===== src/rtl/ami_pkg.sv =====
// Shared definitions for the run-parity line coder and its receive-side decoder.
package ami_pkg;

   // Line symbol encoding
   localparam logic [1:0] SYM_ZERO = 2'b00;
   localparam logic [1:0] SYM_POS  = 2'b01;
   localparam logic [1:0] SYM_NEG  = 2'b10;
   localparam logic [1:0] SYM_ILL  = 2'b11;

   // Ones-run counter width shared with the coder
   localparam int unsigned CNT_W_DEF = 32;

   // Receiver synchronisation states
   typedef enum logic [1:0] {
      HUNT   = 2'd0,
      VERIFY = 2'd1,
      LOCK   = 2'd2
   } state_e;

endpackage


===== src/rtl/ami_run_decoder_if.sv =====
// Symbol input and decoded status bundle of the run-parity decoder.
interface ami_run_decoder_if #(
   parameter int unsigned ECNT_W = 16
);
   logic [1:0]        code_i;
   logic              clr_i;
   logic              bit_o;
   logic              valid_o;
   logic              lock_o;
   logic              viol_o;
   logic              illegal_o;
   logic [ECNT_W-1:0] err_cnt_o;

   modport master (
      output code_i, clr_i,
      input  bit_o, valid_o, lock_o, viol_o, illegal_o, err_cnt_o
   );

   modport slave (
      input  code_i, clr_i,
      output bit_o, valid_o, lock_o, viol_o, illegal_o, err_cnt_o
   );
endinterface


===== src/rtl/ami_polarity_checker.sv =====
// Tracks the coder's ones-run counter and reference polarity; flags nonzero
// symbols whose polarity disagrees with the level the coder should have sent.
module ami_polarity_checker
   import ami_pkg::*;
#(
   parameter int unsigned CNT_W = CNT_W_DEF
) (
   input  logic       clk_i,
   input  logic       rst_i,
   input  logic [1:0] code_i,
   input  logic       check_en_i,
   output logic       viol_o
);

   logic [CNT_W-1:0] run_cnt_q, run_cnt_d, run_inc;
   logic [1:0]       ref_q, ref_d, expected;

   // Next run count / reference polarity and the expected-level compare
   always_comb begin
      run_inc   = run_cnt_q + CNT_W'(1);
      expected  = (^run_cnt_q) ? ~ref_q : ref_q;
      run_cnt_d = run_cnt_q;
      ref_d     = ref_q;
      viol_o    = 1'b0;
      case (code_i)
         SYM_ZERO: run_cnt_d = (&run_inc) ? '0 : run_inc;
         SYM_POS, SYM_NEG: begin
            viol_o    = check_en_i && (code_i != expected);
            ref_d     = code_i;
            run_cnt_d = '0;
         end
         default: run_cnt_d = '0;
      endcase
   end

   // Checker state registers
   always_ff @(posedge clk_i or posedge rst_i) begin
      if (rst_i) begin
         run_cnt_q <= '0;
         ref_q     <= SYM_POS;
      end else begin
         run_cnt_q <= run_cnt_d;
         ref_q     <= ref_d;
      end
   end

endmodule


===== src/rtl/ami_run_decoder.sv =====
// Run-parity line decoder: recovers bits, flags violations / illegal symbols
// and runs HUNT/VERIFY/LOCK synchronisation with a saturating error count.
module ami_run_decoder
   import ami_pkg::*;
#(
   parameter int unsigned CNT_W     = CNT_W_DEF,
   parameter int unsigned LOCK_N    = 4,
   parameter int unsigned ERR_LIMIT = 3,
   parameter int unsigned GOOD_RUN  = 8,
   parameter int unsigned ECNT_W    = 16
) (
   input  logic             clk_i,
   input  logic             rst_i,
   ami_run_decoder_if.slave bus
);

   localparam int unsigned GC_MAX = (LOCK_N > GOOD_RUN) ? LOCK_N : GOOD_RUN;
   localparam int unsigned GC_W   = $clog2(GC_MAX + 1);
   localparam int unsigned PE_W   = $clog2(ERR_LIMIT + 1);

   state_e            state_q, state_d;
   logic [GC_W-1:0]   good_cnt_q, good_cnt_d;
   logic [PE_W-1:0]   pend_err_q, pend_err_d;
   logic [ECNT_W-1:0] err_cnt_q, err_cnt_d;
   logic              bit_q, bit_d, valid_q, valid_d;
   logic              viol_q, viol_d, illegal_q, illegal_d;
   logic              viol_now, ill_now, nz_now, err_now, good_now;

   ami_polarity_checker #(.CNT_W(CNT_W)) u_pol (
      .clk_i      (clk_i),
      .rst_i      (rst_i),
      .code_i     (bus.code_i),
      .check_en_i (state_q != HUNT),
      .viol_o     (viol_now)
   );

   // Symbol classification, synchronisation FSM and error accounting
   always_comb begin
      ill_now  = (bus.code_i == SYM_ILL);
      nz_now   = (bus.code_i == SYM_POS) || (bus.code_i == SYM_NEG);
      err_now  = (state_q != HUNT) && (viol_now || ill_now);
      good_now = nz_now && !viol_now;

      bit_d      = (bus.code_i == SYM_ZERO);
      valid_d    = 1'b1;
      viol_d     = viol_now;
      illegal_d  = ill_now;
      state_d    = state_q;
      good_cnt_d = good_cnt_q;
      pend_err_d = pend_err_q;

      if (bus.clr_i)
         err_cnt_d = '0;
      else if (err_now && !(&err_cnt_q))
         err_cnt_d = err_cnt_q + ECNT_W'(1);
      else
         err_cnt_d = err_cnt_q;

      case (state_q)
         HUNT: begin
            if (nz_now) begin
               state_d    = VERIFY;
               good_cnt_d = '0;
            end
         end
         VERIFY: begin
            if (err_now)
               good_cnt_d = '0;
            else if (good_now) begin
               if (good_cnt_q + GC_W'(1) == GC_W'(LOCK_N)) begin
                  state_d    = LOCK;
                  good_cnt_d = '0;
                  pend_err_d = '0;
               end else
                  good_cnt_d = good_cnt_q + GC_W'(1);
            end
         end
         LOCK: begin
            if (err_now) begin
               good_cnt_d = '0;
               if (pend_err_q + PE_W'(1) == PE_W'(ERR_LIMIT)) begin
                  state_d    = HUNT;
                  pend_err_d = '0;
               end else
                  pend_err_d = pend_err_q + PE_W'(1);
            end else if (good_now) begin
               if (good_cnt_q + GC_W'(1) == GC_W'(GOOD_RUN)) begin
                  good_cnt_d = '0;
                  pend_err_d = '0;
               end else
                  good_cnt_d = good_cnt_q + GC_W'(1);
            end
         end
         default: begin
            state_d    = HUNT;
            good_cnt_d = '0;
            pend_err_d = '0;
         end
      endcase
   end

   // State, counters and registered outputs
   always_ff @(posedge clk_i or posedge rst_i) begin
      if (rst_i) begin
         state_q    <= HUNT;
         good_cnt_q <= '0;
         pend_err_q <= '0;
         err_cnt_q  <= '0;
         bit_q      <= 1'b0;
         valid_q    <= 1'b0;
         viol_q     <= 1'b0;
         illegal_q  <= 1'b0;
      end else begin
         state_q    <= state_d;
         good_cnt_q <= good_cnt_d;
         pend_err_q <= pend_err_d;
         err_cnt_q  <= err_cnt_d;
         bit_q      <= bit_d;
         valid_q    <= valid_d;
         viol_q     <= viol_d;
         illegal_q  <= illegal_d;
      end
   end

   assign bus.bit_o     = bit_q;
   assign bus.valid_o   = valid_q;
   assign bus.lock_o    = (state_q == LOCK);
   assign bus.viol_o    = viol_q;
   assign bus.illegal_o = illegal_q;
   assign bus.err_cnt_o = err_cnt_q;

endmodule


===== src/flat_wrapper.sv =====
// flat-port wrapper written by rule: the top's interface ports become plain ports
module ami_run_decoder_flat import ami_pkg::*;
#(
   parameter int unsigned CNT_W     = CNT_W_DEF,
   parameter int unsigned LOCK_N    = 4,
   parameter int unsigned ERR_LIMIT = 3,
   parameter int unsigned GOOD_RUN  = 8,
   parameter int unsigned ECNT_W    = 16
)
  (clk_i, rst_i, bus_code_i, bus_clr_i, bus_bit_o, bus_valid_o, bus_lock_o, bus_viol_o, bus_illegal_o, bus_err_cnt_o);
  ami_run_decoder_if #(.ECNT_W(ECNT_W)) bus_i ();
  input  logic clk_i;
  input  logic rst_i;
  input wire logic [$bits(bus_i.code_i)-1:0] bus_code_i;
  input wire logic [$bits(bus_i.clr_i)-1:0] bus_clr_i;
  output wire logic [$bits(bus_i.bit_o)-1:0] bus_bit_o;
  output wire logic [$bits(bus_i.valid_o)-1:0] bus_valid_o;
  output wire logic [$bits(bus_i.lock_o)-1:0] bus_lock_o;
  output wire logic [$bits(bus_i.viol_o)-1:0] bus_viol_o;
  output wire logic [$bits(bus_i.illegal_o)-1:0] bus_illegal_o;
  output wire logic [$bits(bus_i.err_cnt_o)-1:0] bus_err_cnt_o;
  assign bus_i.code_i = bus_code_i;
  assign bus_i.clr_i = bus_clr_i;
  assign bus_bit_o = bus_i.bit_o;
  assign bus_valid_o = bus_i.valid_o;
  assign bus_lock_o = bus_i.lock_o;
  assign bus_viol_o = bus_i.viol_o;
  assign bus_illegal_o = bus_i.illegal_o;
  assign bus_err_cnt_o = bus_i.err_cnt_o;
  ami_run_decoder #(.CNT_W(CNT_W), .LOCK_N(LOCK_N), .ERR_LIMIT(ERR_LIMIT), .GOOD_RUN(GOOD_RUN), .ECNT_W(ECNT_W)) u_core (.clk_i(clk_i), .rst_i(rst_i), .bus(bus_i));
endmodule

===== config.mk =====
export PLATFORM = sky130hd
export DESIGN_NAME = ami_run_decoder_flat
export DESIGN_NICKNAME = d
export VERILOG_FILES = /design/src/rtl/ami_pkg.sv /design/src/rtl/ami_run_decoder_if.sv /design/src/rtl/ami_polarity_checker.sv /design/src/rtl/ami_run_decoder.sv /design/src/flat_wrapper.sv
export SDC_FILE = /design/constraint.sdc
export NUM_CORES = 1
export LEC_CHECK = 0
export ABC_AREA = 0
export BUFFER_PORTS_ARGS = -buffer_cell sky130_fd_sc_hd__buf_2
export CAP_MARGIN = 20
export CELL_PAD_IN_SITES_DETAIL_PLACEMENT = 2
export CELL_PAD_IN_SITES_GLOBAL_PLACEMENT = 2
export CORE_ASPECT_RATIO = 1.1
export CORE_UTILIZATION = 40
export CTS_BUF_LIST = sky130_fd_sc_hd__clkbuf_8
export DETAILED_ROUTE_END_ITERATION = 10
export PLACE_DENSITY = 0.92
export SETUP_SLACK_MARGIN = 0.15
export SLEW_MARGIN = 0
export SYNTH_ARGS = -nofsm -noshare
export SYNTH_HDL_FRONTEND = slang
export SYNTH_SLANG_ARGS = --single-unit

===== constraint.sdc =====
create_clock -name clk_i -period 4.4 [get_ports clk_i]
set_input_delay 0 -clock clk_i [delete_from_list [all_inputs] [get_ports clk_i]]
set_output_delay 0 -clock clk_i [all_outputs]
set_load 0.005 [all_outputs]

# After elaboration in Yosys (flattened, before gate mapping)
# Cells that the tools add are included.
[classes] add_sub_neg=4 magnitude_cmp=0 n_eq_ne=18 div=0 multipliers=0 n_reduce_logical=19 shifts=0 bitwise=2 n_mux=29
[ops] cell="32-bit two-way mux" count=2
[ops] cell="32-bit by 1-bit adder with 32-bit output, second input constant" count=1
[ops] cell="16-bit two-way mux" count=2
[ops] cell="32-bit AND reduction" count=1
[ops] cell="32-bit XOR reduction" count=1
[ops] cell="2-bit two-way mux" count=14
[ops] cell="4-bit two-way mux" count=7
[ops] cell="16-bit by 1-bit adder with 16-bit output, second input constant" count=1
[ops] cell="16-bit AND reduction" count=1
[ops] cell="2-bit case mux with 3 select lines" count=2
[ops] cell="4-bit case mux with 3 select lines" count=1
[ops] cell="6-bit AND reduction" count=2
[ops] cell="2-bit by 1-bit inequality test with 1-bit output, second input constant" count=5
[ops] cell="3-bit by 1-bit inequality test with 1-bit output, second input constant" count=3
[ops] cell="2-bit == test, second input constant" count=4
[ops] cell="4-bit by 1-bit adder with 4-bit output, second input constant" count=1
[ops] cell="2-bit by 1-bit == test with 1-bit output, second input constant" count=2
[ops] cell="4-bit by 3-bit == test with 1-bit output, second input constant" count=1
[ops] cell="4-bit == test, second input constant" count=1
[ops] cell="1-bit logical AND" count=4
[ops] cell="2-bit logical NOT" count=2
[ops] cell="2-bit nonzero test" count=2
[ops] cell="3-bit AND reduction" count=1
[ops] cell="2-bit by 1-bit adder with 2-bit output, second input constant" count=1
[ops] cell="8 further kinds" count=10
[totals] ff_bits=62 out_inout_bits=21 memories=0 ram_bits=0 latch_bits=0 inputBits=5 rom_bits=0

# Logic depth before layout (Yosys ltp)
[logic_depth] depth_word=10 mapped_depth=10 ltp_nobuf=9

# Modules after synthesis
# Synthesis repeated with hierarchy kept, for this count alone.
[unflattened] cells_unflattened=426 area_unflattened_um2=4150.2
[modules_own_cells] mod="ami_polarity_checker" n_inst=1 cells_per_inst=249 area_each_um2=2483.6
[modules_own_cells] mod="ami_run_decoder" n_inst=1 cells_per_inst=177 area_each_um2=1666.6

# Worst setup path before layout
# OpenSTA, ideal clock, no wires.
[synth_timing] kind="register to register" start="register u_core.u_pol.run_cnt_q[11]" end="register u_core.state_q[1]" setup_ps=125 required_time_ps=4275 setup_slack_ps=1668 n_path_buf=0 path_stages_with_launch=9 arrival_ps=2607 cell_sequence="dfrtp_1 > ha_1 > xor2_1 > xnor2_1 > xnor3_2 > xnor2_1 > mux2_2 > a31o_2 > a2111oi_0"
[synth_between] elab_chain_len=9
[synth_lines] item="start: declaration" line_no="ami_polarity_checker.sv:15" text="logic [CNT_W-1:0] run_cnt_q, run_cnt_d, run_inc;"
[synth_lines] item="start signal: assignment" line_no="ami_polarity_checker.sv:42" text="run_cnt_q <= run_cnt_d;"
[synth_lines] item="32-bit XOR reduction (*)" line_no="ami_polarity_checker.sv:21" text="expected = (^run_cnt_q) ? ~ref_q : ref_q;"
[synth_lines] item="2-bit two-way mux (*)" line_no="ami_polarity_checker.sv:21"
[synth_lines] item="2-bit inequality test (*)" line_no="ami_polarity_checker.sv:28" text="viol_o = check_en_i && (code_i != expected);"
[synth_lines] item="1-bit logical AND (*)" line_no="ami_polarity_checker.sv:28"
[synth_lines] item="1-bit two-way mux (*)" line_no="ami_polarity_checker.sv:25" text="case (code_i)"
[synth_lines] item="1-bit logical OR or 1-bit logical NOT (tied branches)" line_no="ami_run_decoder.sv:41, ami_run_decoder.sv:42"
[synth_lines] item="1-bit logical AND, on equally long branches" line_no="ami_run_decoder.sv:41, ami_run_decoder.sv:42"
[synth_lines] item="2-bit by 1-bit inequality test with 1-bit output (no line) or 2-bit inequality test (tied branches)"
[synth_lines] item="6-bit AND reduction (no line) (*)"
[synth_lines] item="end signal: assignment" line_no="ami_run_decoder.sv:114" text="state_q <= state_d;"
[synth_lines] item="end: declaration" line_no="ami_run_decoder.sv:21" text="state_e state_q, state_d;"
# Every way passes the cells marked *; elsewhere a longest branch is shown, timed or not.
# A chain may end at the register's enable or synchronous reset.

# Worst setup path after layout
[layout_timing] start="register u_core.u_pol.run_cnt_q[0]" end="register u_core.u_pol.run_cnt_q[5]"
[layout_between] elab_chain_len=4
[layout_lines] item="32-bit by 1-bit adder with 32-bit output (*)" line_no="ami_polarity_checker.sv:20" text="run_inc = run_cnt_q + CNT_W'(1);"
[layout_lines] item="32-bit AND reduction" line_no="ami_polarity_checker.sv:26" text="SYM_ZERO: run_cnt_d = (&run_inc) ? '0 : run_inc;"
[layout_lines] item="32-bit two-way mux (*)" line_no="ami_polarity_checker.sv:26"
[layout_lines] item="32-bit two-way mux (*)" line_no="ami_polarity_checker.sv:25"
[layout_lines] item="net u_core.u_pol.run_cnt_d[5]" line_no="ami_polarity_checker.sv:15"
# Mark *: on every way through the listed nets, which the timed path passes. The rest lies on a longest branch.

==> reports/results.txt <==
Status - finished, final reports clean
Vias per cell - 5.84
Buf/Inv on CP - 1
Ys async rst share - 100%
Sinks on Clock Net - 62
Total track usage - 26.0%
Row count - 37
Hold wc startpoint - bus_clr_i
Routability congestion estimate - 0.783
Tcrit/Tclk final - 81.6%
Leakage power total - 1.88 nW
Max-slew violation count - 0
Setup TNS - 0 ns
Root Driver - clkbuf_8
Placed cells - 538
Crit path cell chain - ha_1, and4_1, nand4_1, o41a_1, a2111oi_0, nand4_1, o41ai_4, buf_4, o21ba_1
Post-synth EDFFs - 0
Syn. warnings - 0
Area of the mapped netlist - 0.00387 mm^2
Top cells by count, synth - dfrtp_1 (61), nor2_1 (37), xnor2_1 (33), nand2_1 (29), ha_1 (23)
DR WL/cell - 21.1 um
Core area - 0.00940 mm^2
CP Capture Type - flop
Cell type with the highest aggregate area in the netlist - dfrtp_1
Slew Limit Headroom - 43.7%
MaxCap Viol Count - 0
Crit path capture - u_core.u_pol.run_cnt_q[5]$_DFF_PP0_
Clk network pwr share - 40.9%
Critical Path Fanout Max - 20
CTS tree - yes
DRC Markers - 0
Synth top area share - 39.4%
Vias in the first global route - 3777
Initial core utilization - 41.2%
Area delta synth->final - 13.1%
R2r setup slk - 0.81 ns
CTS H-tree lvls - 3
Max Root-Sink Buffers - 2
Largest net degree at the start of global routing - 63
# diodes - 0
Die W - 95.8 um
Gr ovfl total - 0
Seq pwr share - 41.3%
Kind of critical path - reg2reg
Post-Route WL - 11.7 mm
Worst Max-Slew Pin Slew - 0.844 ns
Tmin final - 3.59 ns
Die Ht - 105 um
# port buffers - 25
CP Launch Point - u_core.u_pol.run_cnt_q[0]$_DFF_PP0_
Sw Pwr - 0.440 mW
RSZ-0062 raised after global routing - false
RR Startpoint - u_core.u_pol.run_cnt_q[0]$_DFF_PP0_
Switch share - 29.7%
DP Worst Slack - 0.828 ns
Max IR drop VDD - 0.150 mV
Top delay family on crit path - compound AO/OA/AOI/OAI gates
Slowest stage cell on the critical path - a2111oi_0
Clock transition at the registers of the reported paths - 0.07 ns
Final worst slack - 0.809 ns
IO Count - 26
Initial antenna violation count - 0
Number of DRC markers in iteration 0 - 66
Synth Register Bits - 62
Crit path launch type - flop
Non-filler instance count after layout - 557
Seq/Total Area, Yosys - 40.1%
Fin nets - 463
Via count - 3255
Top cells by area, synth - dfrtp_1 (39%), xnor2_1 (7.5%), ha_1 (7.4%)
Combinational power share - 17.8%
R2R cell count - 9
PD cells - 338 mW/mm^2
Fillers - 1029
TritonCTS Buffers - 9
Critical Path AT - 3.84 ns
Fraction of layout cells with a size suffix above 1 - 14.3%
Avg Inst Size Synth - 9.61 um^2
Clock Skews - 0.00860 ns
Post-Syn Instances - 403
Post-route ant nets - 0
Drt pass-1 iters - 4
Final Hold Fails - 0
Distinct cell type count after synthesis - 58
Register area - 0.00155 mm^2
Multi-input logic area - 0.00221 mm^2
Max frequency - 279 MHz
Worst hold path type - in2reg
Cell-internal power - 1.04 mW
Syn_nets - 431
Capturing point of the worst reg2reg path - u_core.u_pol.run_cnt_q[5]$_DFF_PP0_
Most used cell, CP - nand4_1
WP data required - 4.65 ns
Synth Flop Type - dfrtp_1
Clk_lat worst skew - 0.35 ns
Largest stage delay, worst path - 0.70 ns
Most frequent cell after synthesis - dfrtp_1
Global-route wire length before repair - 19.8 mm
Post-detail-place hpwl - 8.23 mm
Setup violators final - 0
CP Depth - 9
Die Area - 0.0101 mm^2
[cell usage in the layout (no fill, tap or decap), drive strengths merged, types with 9 or more instances in the layout]
master	n
nor4	9
a21oi	22
nor2b	13
xor2	11
inv	16
nor2	37
clkbuf	12
nand2	29
buf	29
dfrtp	61
ha	23
nand4	13
xnor2	33
nor3	17
nand3	17
mux2	9
o21ai	13
[through the flow]
step                      hold WS (ns)  total power, mW  utilization, %  instance area (um^2)
final                           0.0568             1.48            46.6                  4380
after global routing            0.0834             1.54            46.6                  4380
after CTS                       0.0430             1.49            46.6                  4380
after detailed placement         0.309            0.876            43.8                  4120
after global placement           0.289            0.857            43.8                  4120
after floorplan                  0.152            0.797               -                  3870
[state kept, by name, indices dropped and copies added (netlist names)]
register and flops:
u_core.bus.err_cnt_o 16, u_core.bus.bit_o 1, u_core.state_q 2, u_core.u_pol.ref_q 2, u_core.bus.illegal_o 1, u_core.u_pol.run_cnt_q 32
u_core.pend_err_q 2, u_core.bus.viol_o 1, u_core.bus.valid_o 1, u_core.good_cnt_q 4
[worst min-delay path by stage]
stage	to	slack (ns)	depth (start not counted)
6_report	u_core.bus.err_cnt_o[2]$_DFFE_PP0P_	0.06	2
5_1_grt	u_core.bus.err_cnt_o[0]$_DFFE_PP0P_	0.08	2
4_1_cts	u_core.bus.err_cnt_o[12]$_DFFE_PP0P_	0.04	2
3_5_place_dp	u_core.u_pol.run_cnt_q[2]$_DFF_PP0_	0.31	3
3_3_place_gp	u_core.bus.err_cnt_o[7]$_DFFE_PP0P_	0.29	3
2_1_floorplan	u_core.u_pol.ref_q[1]$_DFFE_PP0P_	0.15	1
[cell type report]
cell class                 instances  share of cell area (%)
tap                              117                    3.34
sequential                        62                    35.4
inverter                          15                    1.29
timing repair buffer              32                    4.23
clock inverter                     4                    1.57
clock buffer                      12                    3.77
multi-input combinational        315                    50.4
[power by group through the flow]
stage / Sequential [mW] / Clock [mW] / Combinational [mW]
global route: 0.613 / 0.636 / 0.296
CTS: 0.611 / 0.616 / 0.266
floorplan: 0.617 / 0 / 0.180
detailed placement: 0.621 / 0 / 0.255
finish: 0.611 / 0.606 / 0.263
global placement: 0.618 / 0 / 0.239
[kinds of logic (layout without fill, tap and decap cells)]
logic type / after synthesis / after routing / synth area share, %
and+or+nand+nor: 171 / 171 / 23.7
muxes: 13 / 13 / 3.65
buffers and inverters: 26 / 63 / 2.97
other: 1 / 1 / 0.0968
DFF: 62 / 62 / 40.1
adders and majority gates: 23 / 23 / 7.43
AOI/OAI and AO/OA: 60 / 60 / 10.3
xor gates and xnor gates: 47 / 47 / 11.8
[metal layers]
| layer | GRT usage (%) | part of all wire, % | up-vias | wire [um] |
|---|---|---|---|---|
| li1 | - | - | 1515 | - |
| met1 | 30.4 | 41 | 1677 | 4800 |
| met2 | 47.3 | 55 | 45 | 6450 |
| met3 | 2.81 | 2.0 | 18 | 238 |
| met4 | 10.6 | 2.1 | 0 | 248 |
| met5 | 0 | 0 | - | 0 |
[timing repair]
item,CTS,global route
hold buffers,3,0
setup buffers,0,0
resized for setup,0,0
hold endpoints to repair,63,0
Note: power is estimated with default switching activity, not from simulation.
